<file path="src/rtl/phy_tx_arbiter_pkg.sv">
// Shared definitions for the phy transmit arbiter: FSM encoding, counter width and
// index-width helper.
package phy_tx_arbiter_pkg;

  typedef enum logic {
    StIdle  = 1'b0,
    StBurst = 1'b1
  } arb_state_e;

  localparam int unsigned BeatCountW = 16;

  // Index width for n requesters, never narrower than one bit.
  function automatic int unsigned idx_width(int unsigned n);
    return (n > 2) ? $clog2(n) : 1;
  endfunction

endpackage

</file>
<file path="src/rtl/phy_tx_arbiter_rr_pick.sv">
// Combinational rotate-priority picker: first set request scanning from rr_ptr upward,
// wrapping modulo NumReq.
module phy_tx_arbiter_rr_pick
  import phy_tx_arbiter_pkg::*;
#(
  parameter int unsigned NumReq = 4,
  parameter int unsigned IdxW   = 2
) (
  input  logic [NumReq-1:0] req,
  input  logic [IdxW-1:0]   rr_ptr,
  output logic [IdxW-1:0]   winner,
  output logic              any
);

  logic [IdxW-1:0] idx;
  logic            found;

  always_comb begin
    winner = '0;
    found  = 1'b0;
    idx    = '0;
    for (int unsigned k = 0; k < NumReq; k++) begin
      idx = IdxW'((32'(rr_ptr) + k) % NumReq);
      if (!found && req[idx]) begin
        winner = idx;
        found  = 1'b1;
      end
    end
    any = |req;
  end

endmodule

</file>
<file path="src/rtl/phy_tx_arbiter.sv">
// Burst round-robin arbiter sharing the phy transmit datapath among NUM_REQ requesters.
// Define PHY_ARB_STRICT_PRIO_EN for fixed lowest-index-wins priority instead of round-robin.
module phy_tx_arbiter
  import phy_tx_arbiter_pkg::*;
#(
  parameter int unsigned NUM_REQ   = 4,
  parameter int unsigned DATA_W    = 32,
  parameter int unsigned MAX_BURST = 4,
  localparam int unsigned IdxW     = idx_width(NUM_REQ)
) (
  input  logic                     clk,
  input  logic                     reset,
  input  logic [NUM_REQ-1:0]       req_valid,
  input  logic [NUM_REQ*DATA_W-1:0] req_data,
  input  logic [NUM_REQ-1:0]       req_last,
  output logic [NUM_REQ-1:0]       req_ready,
  output logic [DATA_W-1:0]        data_in_tx,
  output logic                     valid_in_tx,
  output logic [IdxW-1:0]          gnt_idx,
  output logic [BeatCountW-1:0]    beat_count
);

  localparam int unsigned CntW = (MAX_BURST > 1) ? $clog2(MAX_BURST) : 1;

`ifdef PHY_ARB_STRICT_PRIO_EN
  localparam bit StrictPrio = 1'b1;
`else
  localparam bit StrictPrio = 1'b0;
`endif

  arb_state_e            state_q;
  logic [IdxW-1:0]       gnt_idx_q;
  logic [IdxW-1:0]       rr_ptr_q;
  logic [CntW-1:0]       beat_cnt_q;
  logic [DATA_W-1:0]     data_q;
  logic                  valid_q;
  logic [BeatCountW-1:0] beat_count_q;

  logic [IdxW-1:0]   winner;
  logic [IdxW-1:0]   next_ptr;
  logic              any_req;
  logic [DATA_W-1:0] sel_data;
  logic              sel_valid;
  logic              sel_last;
  logic              accept;
  logic              burst_full;
  logic              burst_end;

  phy_tx_arbiter_rr_pick #(
    .NumReq (NUM_REQ),
    .IdxW   (IdxW)
  ) u_rr_pick (
    .req    (req_valid),
    .rr_ptr (rr_ptr_q),
    .winner (winner),
    .any    (any_req)
  );

  // Ready depends only on state and grant so requesters never see a valid->ready loop.
  always_comb begin
    sel_data  = '0;
    sel_valid = 1'b0;
    sel_last  = 1'b0;
    req_ready = '0;
    for (int unsigned i = 0; i < NUM_REQ; i++) begin
      if (IdxW'(i) == gnt_idx_q) begin
        sel_data     = req_data[i*DATA_W +: DATA_W];
        sel_valid    = req_valid[i];
        sel_last     = req_last[i];
        req_ready[i] = (state_q == StBurst);
      end
    end
    accept     = (state_q == StBurst) && sel_valid;
    burst_full = (beat_cnt_q == CntW'(MAX_BURST - 1));
    burst_end  = !sel_valid || sel_last || burst_full;
    next_ptr   = (gnt_idx_q == IdxW'(NUM_REQ - 1)) ? '0 : gnt_idx_q + 1'b1;
  end

  always_ff @(posedge clk) begin
    if (!reset) begin
      state_q      <= StIdle;
      gnt_idx_q    <= '0;
      rr_ptr_q     <= '0;
      beat_cnt_q   <= '0;
      data_q       <= '0;
      valid_q      <= 1'b0;
      beat_count_q <= '0;
    end else begin
      valid_q <= accept;
      data_q  <= accept ? sel_data : '0;
      if (accept && (beat_count_q != '1)) begin
        beat_count_q <= beat_count_q + 1'b1;
      end
      case (state_q)
        StIdle: begin
          if (any_req) begin
            gnt_idx_q  <= winner;
            beat_cnt_q <= '0;
            state_q    <= StBurst;
          end
        end
        StBurst: begin
          if (burst_end) begin
            state_q  <= StIdle;
            rr_ptr_q <= StrictPrio ? '0 : next_ptr;
          end else begin
            beat_cnt_q <= beat_cnt_q + 1'b1;
          end
        end
        default: state_q <= StIdle;
      endcase
    end
  end

  assign data_in_tx  = data_q;
  assign valid_in_tx = valid_q;
  assign gnt_idx     = gnt_idx_q;
  assign beat_count  = beat_count_q;

endmodule

</file>
<file path="config.mk">
export PLATFORM = sky130hd
export DESIGN_NAME = phy_tx_arbiter
export DESIGN_NICKNAME = d
export VERILOG_FILES = /design/src/rtl/phy_tx_arbiter_pkg.sv /design/src/rtl/phy_tx_arbiter_rr_pick.sv /design/src/rtl/phy_tx_arbiter.sv
export SDC_FILE = /design/constraint.sdc
export NUM_CORES = 1
export LEC_CHECK = 0
export BUFFER_PORTS_ARGS = -buffer_cell sky130_fd_sc_hd__buf_2
export CAP_MARGIN = 20
export CORE_UTILIZATION = 25
export DETAILED_ROUTE_END_ITERATION = 8
export MAX_ROUTING_LAYER = met4
export PLACE_DENSITY = 0.56
export SYNTH_ARGS = -nofsm -noshare
export SYNTH_HDL_FRONTEND = slang
export SYNTH_HIERARCHICAL = 1
export SYNTH_SLANG_ARGS = --single-unit
export TNS_END_PERCENT = 1
</file>
<file path="constraint.sdc">
create_clock -name clk -period 2.1 [get_ports clk]
set_input_delay 0.42 -clock clk [delete_from_list [all_inputs] [get_ports clk]]
set_output_delay 0.42 -clock clk [all_outputs]
set_load 0.05 [all_outputs]
</file>
# Yosys cells after proc, flatten, opt, wreduce, memory -nomap -nowiden
# Index checks and enable logic that the tools add are counted.
# Widths: inputs -> output; s select.
# classes
reduce_logical	17
order_cmp	4
n_bitwise	1
mux	38
n_addsub	6
n_eq_ne	8
# op_table
cell	n
$mux 32	4
$mux 1	21
$add 16x1->16 const B	1
$ne 16x16->1 const B	1
$mux 2	7
$lt 2x3->1 const B	4
$bmux 1 s2	4
$reduce_and 2->1	4
$add 2x1->2 const B	3
$logic_and 1x1->1	5
$add 2x2->2 const B	2
$eq 2x2->1 const A	2
$eq 2x2->1 const B	2
$logic_not 1->1	4
$ne 2x2->1 const B	2
$pmux 2 s2	1
$reduce_or 4->1	1
$eq 1x2->1 const A	1
$logic_not 2->1	1
$logic_or 1x1->1	2
$pmux 1 s2	1
$not 1->1	1
# totals
ff_bits	56
out_inout_bits	55
in_bits	138

# Depth between registers and ports, before layout
# Gate-level depths: netlist of the first run.
# depth
ltp_word	12
mapped_depth	10

# Hierarchy
# The synthesis of the first run kept the hierarchy.
# by_module_without_submodules
module	cells_each	seq_area_each_um2	instances	area_per_inst_um2
phy_tx_arbiter	365	1121.1	1	2976.6
phy_tx_arbiter_rr_pick	15	0.0	1	77.6

# Least setup slack after synthesis of the first run
# No wires, ideal clock.
# synth_timing
path_type	reg2out
start	register gnt_idx_q[0], in the netlist gnt_idx[0]
end	output req_ready[3]
path_stages_with_launch	6
t_arrival_ps	2076
t_required_ps	1680
path_buffers	3
path_slack_ps	-396
cell_sequence	dfxtp_1 > ha_1 > buf_2 > clkbuf_1 > buf_1 > and2_1
# synth_via
elab_chain_len	2
# synth_rtl
item	line_no	rtl
start, declared	phy_tx_arbiter.sv:32	logic [IdxW-1:0] gnt_idx_q;
start signal, assigned	phy_tx_arbiter.sv:97	gnt_idx_q <= winner;
$eq 2x2->1	phy_tx_arbiter.sv:66	if (IdxW'(i) == gnt_idx_q) begin
$mux 1	phy_tx_arbiter.sv:66	
end, declared	phy_tx_arbiter.sv:16	output logic [NUM_REQ-1:0] req_ready,
# Every way passes these cells.

# Final worst setup path of the first run
# layout_timing
start	register gnt_idx_q[0], in the netlist gnt_idx[0]
end	register beat_count_q[9], in the netlist beat_count[9]
# layout_via
elab_chain_len	7
# layout_rtl
item	line_no	rtl
$logic_not 2->1	phy_tx_arbiter.sv:66	
$mux 1 (3 in a row)	phy_tx_arbiter.sv:66	
$mux 1 *	phy_tx_arbiter.sv:66	
$logic_and 1x1->1 *	phy_tx_arbiter.sv:73	accept = (state_q == StBurst) && sel_valid;
$logic_and 1x1->1 *	phy_tx_arbiter.sv:91	if (accept && (beat_count_q != '1)) begin
end signal, assigned	phy_tx_arbiter.sv:92	beat_count_q <= beat_count_q + 1'b1;
end, declared	phy_tx_arbiter.sv:37	logic [BeatCountW-1:0] beat_count_q;
# Mark *: on every way between the ends. The rest lies on a longest branch, timed or not.
# A chain may end at the register's enable or synchronous reset.

==> results of run 1 <==
-- registers in the layout (all words and copies together), names as in the netlist --
| register | count |
|---|---|
| state_q | 1 |
| gnt_idx | 2 |
| valid_in_tx | 1 |
| rr_ptr_q | 2 |
| data_in_tx | 32 |
| beat_count | 16 |
| beat_cnt_q | 2 |
-- cells in the final DEF, fill, tap and decap left out, types with 2 or more instances in the layout --
cell type	n
or4_1	4
nor4_1	2
dfxtp_1	52
and2_1	4
o31a_1	2
nand2_1	16
o21a_1	3
a21oi_1	48
buf_4	23
or3_1	6
ha_1	3
nor2_1	38
nand4_1	9
nor3_1	32
a221oi_1	29
dfxtp_2	2
nor2b_1	34
inv_1	10
buf_2	192
clkbuf_16	7
o31ai_1	4
nand3_1	6
nand2b_1	3
xor2_1	2
o21ai_0	6
mux2i_1	7
ha_2	3
dfxtp_4	2
a221oi_2	3
-- logic make-up after synthesis --
logic type	Yosys count
adders and majority gates	6
AOI/OAI and AO/OA	103
and+or+nand+nor	165
muxes	7
DFF	56
xor gates and xnor gates	2
buffers and inverters	41
-- per-layer routing --
metal | routed length [µm] | up-vias | track usage
met5 | 0 | - | -
met4 | 170 | 0 | 0.0551
met3 | 523 | 12 | 0.0313
li1 | - | 1785 | -
met2 | 5110 | 110 | 0.279
met1 | 4560 | 1627 | 0.193
-- power breakdown --
group	internal [W]	switching (W)
clock network	0.000708	0.000388
logic	0.000384	0.000522
registers	0.00110	0.0000298
-- synth_stat cells (all sizes together) --
library cell / instances / area share
a21oi: 48 / 0.079
xor2: 2 / 0.0057
nand4: 10 / 0.023
ha: 6 / 0.025
o31ai: 4 / 0.0098
nor4: 2 / 0.0041
inv: 11 / 0.014
and2: 5 / 0.010
nor3: 32 / 0.052
and4: 1 / 0.0029
o311a: 1 / 0.0033
a211oi: 2 / 0.0090
or3: 6 / 0.012
o21a: 3 / 0.0074
nor2b: 35 / 0.072
and3: 1 / 0.0020
o311ai: 1 / 0.0029
dfxtp: 56 / 0.37
a221o: 1 / 0.0033
and3b: 1 / 0.0029
mux2i: 7 / 0.023
clkbuf: 23 / 0.028
nand3b: 1 / 0.0066
nand2: 16 / 0.020
o21ba: 1 / 0.0033
nor4b: 1 / 0.0029
buf: 7 / 0.014
nor2: 38 / 0.047
o31a: 2 / 0.0057
a221oi: 32 / 0.092
o21ai: 7 / 0.011
nand3: 7 / 0.016
nor3b: 1 / 0.0025
nand2b: 3 / 0.0061
or4: 5 / 0.014
o221ai: 1 / 0.0029
-- critical path, delay by kind of cell, from the launching register on --
family | cells | cell delay [ns]
AND/OR/NAND/NOR | 3 | 0.79
buffers and inverters | 2 | 0.23
adder cells (fa/ha/maj) | 1 | 0.21
AO/OA/AOI/OAI | 2 | 0.41
flip-flops | 1 | 0.37
-- stage by stage --
| step | util | hold WS (ns) | area, µm² |
|---|---|---|---|
| 6_report | 0.379 | 0.357 | 4540 |
| 5_1_grt | 0.379 | 0.353 | 4540 |
| 4_1_cts | 0.372 | 0.347 | 4450 |
| 3_5_place_dp | 0.354 | 0.474 | 4240 |
| 3_3_place_gp | 0.354 | 0.463 | 4240 |
| 2_1_floorplan | - | 0.450 | 3070 |
-- cell type report --
cell class | count | area share
clock buffers | 7 | 0.0386
well taps | 147 | 0.0406
repair buffers | 216 | 0.252
multi-input cells | 284 | 0.403
inverters | 11 | 0.00910
clock inverters | 1 | 0.00662
flip-flops and latches | 56 | 0.249
-- worst max-delay path by stage --
stage	from	to
2_1_floorplan	gnt_idx[1]	beat_count[10]
3_3_place_gp	gnt_idx[1]	beat_count[9]
3_5_place_dp	gnt_idx[1]	data_in_tx[29]
4_1_cts	gnt_idx[0]	beat_count[9]
5_1_grt	gnt_idx[0]	beat_count[9]
6_report	gnt_idx[0]	beat_count[9]
-- timing repair --
item / 4_1_cts / 5_1_grt
resized for setup: 0 / 9
endpoints found under the setup margin: 0 / 42
buffers inserted: 0 / 4
==> flow_metrics.py, run 1 <==
metrics = {
    "outcome": {
        "status": "completed",
    },
    "critical_path": {
        "cp-start-kind": "flop",
        "reg2reg_from": "gnt_idx[0]",
        "crit_path_end_kind": "flop",
        "rrSetupSlack_ns": 0.03,
        "critical_path_class": "flop to flop",
        "reg2reg_to": "beat_count[9]",
        "slowest_delay_ns": 0.50,
        "critPathMaxFanout": 7,
        "path_cells": "inv_1, ha_2, nor3b_2, a211oi_4, buf_4, nand3_4, or4_1, a21oi_1",
        "arrival_ns": 2.30,
        "cpMaxStageDelayCell": "or4_1",
        "critical_path_required_ns": 2.33,
        "rr_worst_depth": 8,
    },
    "synthesis": {
        "synthSimpleGateAreaFrac": 0.295,
        "synth_xor_area_frac": 0.00574,
        "synth_mux_area_frac": 0.0229,
        "synth_fa_ha_area_frac": 0.0246,
        "syn_avg_cell_area_um2": 8.04,
        "ys_seq_elements": 56,
        "synth_cell_types": 45,
        "ys_seq_area_frac": 0.367,
        "synth_compound_area_frac": 0.229,
        "syn-instance-count": 380,
        "syn_area_um2": 3050,
        "syn-num-nets": 524,
        "synth_top_family_by_area": "simple AND/OR/NAND/NOR gates",
        "yosysWarnings": 6,
    },
    "placed_design": {
        "place_hpwl_mm": 8.17,
        "gp_congestion": 0.823,
        "io_buffers": 192,
        "dpl.cell_count": 709,
        "pre_cts_ws_ns": 0.0321,
    },
    "routing": {
        "vias": 3534,
        "dr.pass1.iters": 4,
        "post_drt_wl_per_cell_um": 14.4,
        "drt_iter0_drc": 140,
        "detail_route.vias_per_cell": 4.89,
        "wirelength_mm": 10.4,
        "route.detailed.drc": 0,
        "ant_nets": 0,
    },
    "cts": {
        "clock_path_buffers": 2,
        "cts_tree": "yes",
        "cts_buffers": 5,
        "h-tree-depth": 2,
        "clock_latency_ns": 0.29,
        "cts_hold_buf": 0,
        "cts_sinks": 56,
        "path_clk_slew_ns": 0.07,
        "root_buffer": "clkbuf_16",
    },
    "floorplan": {
        "num_io_pins": 193,
        "rows": 40,
        "start_util": 0.255,
        "core_um2": 12000,
        "die_h_um": 113,
        "die-area_um2": 12700,
        "die_w_um": 113,
    },
    "power": {
        "p_leak_nw": 2.11,
        "ir_drop_mv": 0.362,
        "power_density_nw_per_um2": 692,
        "total_power_w": 0.00314,
    },
    "grt": {
        "grt_pass1_vias": 3213,
        "grt_first_pass_wirelength_mm": 15.9,
        "grt_overflow_total": 0,
        "grt_max_degree": 54,
        "antenna_found_initial": 0,
        "grt_usage": 0.164,
    },
    "layout": {
        "multi_input_area_um2": 1830,
        "fillerInstances": 1244,
        "nets": 718,
        "syn2layout_area_growth_pct": 48.5,
        "regArea_um2": 1130,
        "drive_above_1_share": 0.430,
        "diodes": 0,
        "instances_no_fill": 722,
    },
    "timing": {
        "worst_slew_pin_slew_ns": 0.523,
        "period_needed_ns": 2.07,
        "max_freq_mhz": 483,
        "finalSetupViolCount": 0,
        "clock_skew_ns": 0.00341,
        "period_share": 0.985,
        "relSlewSlack": 0.651,
        "rsz0062_at_grt": "true",
        "hold_viol_final": 0,
        "fin_setup_tns_ns": 0,
        "final_max_slew_viol_count": 0,
        "setup_slack_ns": 0.0313,
    },
    "hold_path": {
        "min-delay-start": "req_data[113]",
        "hp-class": "input port to flop",
        "holdPathStages": 3,
        "hold_end": "data_in_tx[17]",
    },
    "job": {
        "max-cap-violations": 0,
    },
}
No activity file was read; power rests on OpenSTA's default activity.
==> run 2: changes to the inputs <==
--- a/config.mk
+++ b/config.mk
@@ -7,6 +7,7 @@
 export LEC_CHECK = 0
 export BUFFER_PORTS_ARGS = -buffer_cell sky130_fd_sc_hd__buf_2
 export CAP_MARGIN = 20
+export CORE_MARGIN = 2
 export CORE_UTILIZATION = 25
 export DETAILED_ROUTE_END_ITERATION = 8
 export MAX_ROUTING_LAYER = met4
==> constraint.sdc (replaced) <==
create_clock -name clk -period 2.1 [get_ports clk]
set_input_delay 0 -clock clk [delete_from_list [all_inputs] [get_ports clk]]
set_output_delay 0 -clock clk [all_outputs]
set_load 0.05 [all_outputs]
==> run 2 against run 1 <==
  * Core utilization is 2.2 points higher
  * Critical path type unchanged
  * Critical endpoint is now data_in_tx[1]
  * Sequential cell count stayed put
  * Highest routed layer unchanged
  * Sequential share of layout area is 1.3 points lower
  * Sequential power hardly changed
==> flow_metrics.py, run 2 (synthesis gave the netlist of run 1 again) <==
metrics = {
    "timing": {
        "clock_skew_ns": 0.00373,
        "period_share": 0.970,
        "timing.hold.ws_ns": 0.0459,
        "rsz0062_at_grt": "true",
        "hold_viol_final": 0,
        "worst_slew_pin_slew_ns": 0.543,
        "relSlewSlack": 0.638,
        "max_freq_mhz": 491,
        "period_needed_ns": 2.04,
        "finalSetupViolCount": 0,
        "final_max_slew_viol_count": 0,
    },
    "floorplan": {
        "die_h_um": 115,
        "core_um2": 12000,
        "start_util": 0.255,
        "die_w_um": 115,
        "rows": 40,
        "die-area_um2": 13100,
        "num_io_pins": 193,
    },
    "grt": {
        "grt_pass1_vias": 3490,
        "grt_first_pass_wirelength_mm": 16.9,
        "grt_overflow_total": 0,
        "grt_max_degree": 42,
        "grt_usage": 0.165,
        "antenna_found_initial": 0,
    },
    "power": {
        "swShare": 0.313,
        "p_clk_frac": 0.311,
        "ir_drop_mv": 0.272,
        "power_density_nw_per_um2": 634,
        "p_leak_nw": 2.21,
        "p_seq_frac": 0.373,
        "switchingPower_w": 0.000950,
        "p_int_w": 0.00209,
        "share_comb_of_total_power": 0.316,
    },
    "cts": {
        "cts_buffers": 5,
        "clock_latency_ns": 0.29,
        "path_clk_slew_ns": 0.07,
        "cts_tree": "yes",
        "root_buffer": "clkbuf_16",
        "h-tree-depth": 2,
        "clock_path_buffers": 2,
        "cts_sinks": 56,
    },
    "layout": {
        "final_core_util": 0.401,
        "final_common_cell": "buf_2",
        "largest_reg_flops": 32,
        "drive_above_1_share": 0.398,
        "diodes": 0,
        "layout_common_cells": "192 x buf_2, 52 x dfxtp_1, 48 x a21oi_1, 38 x nor2_1, 34 x nor2b_1",
        "syn2layout_area_growth_pct": 56.9,
        "fillerInstances": 1236,
        "nets": 749,
    },
    "placed_design": {
        "io_buffers": 192,
        "place_hpwl_mm": 8.13,
        "gp_congestion": 0.787,
    },
    "routing": {
        "post_drt_wl_per_cell_um": 14.6,
        "dr.pass1.iters": 7,
        "wirelength_mm": 11.0,
        "vias": 3670,
        "detail_route.vias_per_cell": 4.87,
        "ant_nets": 0,
        "route.detailed.drc": 0,
        "drt_iter0_drc": 230,
    },
    "critical_path": {
        "critPathMaxFanout": 31,
        "crit_path_end_kind": "flop",
        "critical_path_required_ns": 2.29,
        "cp-start-kind": "flop",
        "arrival_ns": 2.23,
        "critical_path_class": "flop to flop",
    },
    "hold_path": {
        "hp-class": "input port to flop",
    },
    "outcome": {
        "status": "completed",
    },
    "job": {
        "max-cap-violations": 0,
    },
}
==> run 2: metrics by stage <==
step	setup WS (ns)	cells	power, W	instance area [µm²]	setup TNS [ns]
after floorplan	-0.0157	380	0.00172	3060	-0.0503
after global placement	0.0558	706	0.00201	4230	0
after detailed placement	-0.0232	706	0.00203	4230	-0.0232
after CTS	-0.00201	751	0.00306	4750	-0.00384
after global routing	-0.0392	753	0.00324	4790	-0.225
final	0.0626	753	0.00304	4790	0
==> run 2: final timing paths <==
check,to,start,slack [ns],cells past startpoint
min reg2reg,beat_cnt_q[1],beat_cnt_q[1],0.48,2
max,data_in_tx[1],gnt_idx[1],0.06,9
max reg2reg,data_in_tx[1],gnt_idx[1],0.06,9
min,beat_count[11],reset,0.05,2
==> run 2: final cells by class <==
cell class | instances | area [µm²] | share of cell area
multi-input combinational | 284 | 1800 | 0.376
timing repair buffer | 247 | 1470 | 0.307
sequential | 56 | 1130 | 0.236
tap | 147 | 184 | 0.0384
clock buffer | 6 | 129 | 0.0269
inverter | 11 | 41.3 | 0.00861
clock inverter | 2 | 35.0 | 0.00731
==> run 2: metal layers <==
metal | vias to the layer above | track usage | wire length [µm]
met5 | - | - | 0
met4 | 0 | 0.0561 | 114
met3 | 8 | 0.0275 | 566
met2 | 123 | 0.277 | 5530
met1 | 1693 | 0.199 | 4780
li1 | 1846 | - | -
==> run 2: worst max-delay path, stage by stage, from the launching register on <==
cell      delay [ns]
dfxtp_4         0.36
inv_1           0.07
ha_1            0.22
buf_4           0.27
nor2b_2         0.07
buf_4           0.24
a221oi_1        0.39
nor3_1          0.09
a21oi_1         0.14
nor2_1          0.05
==> run 2: power groups by stage <==
stage | sequential [W] | combinational [W] | clock (W)
3_3_place_gp | 0.00116 | 0.000858 | 0
4_1_cts | 0.00113 | 0.000942 | 0.000989
5_1_grt | 0.00114 | 0.00106 | 0.00105
2_1_floorplan | 0.00128 | 0.000448 | 0
6_report | 0.00113 | 0.000962 | 0.000945
3_5_place_dp | 0.00116 | 0.000873 | 0
==> run 2: timing repair <==
action	CTS	global route
resized for setup	0	5
endpoints found under the setup margin	1	28
hold buffers	32	0
pin swaps	2	3
buffers inserted	5	1
endpoints found under the hold margin	32	0
gates cloned	0	1
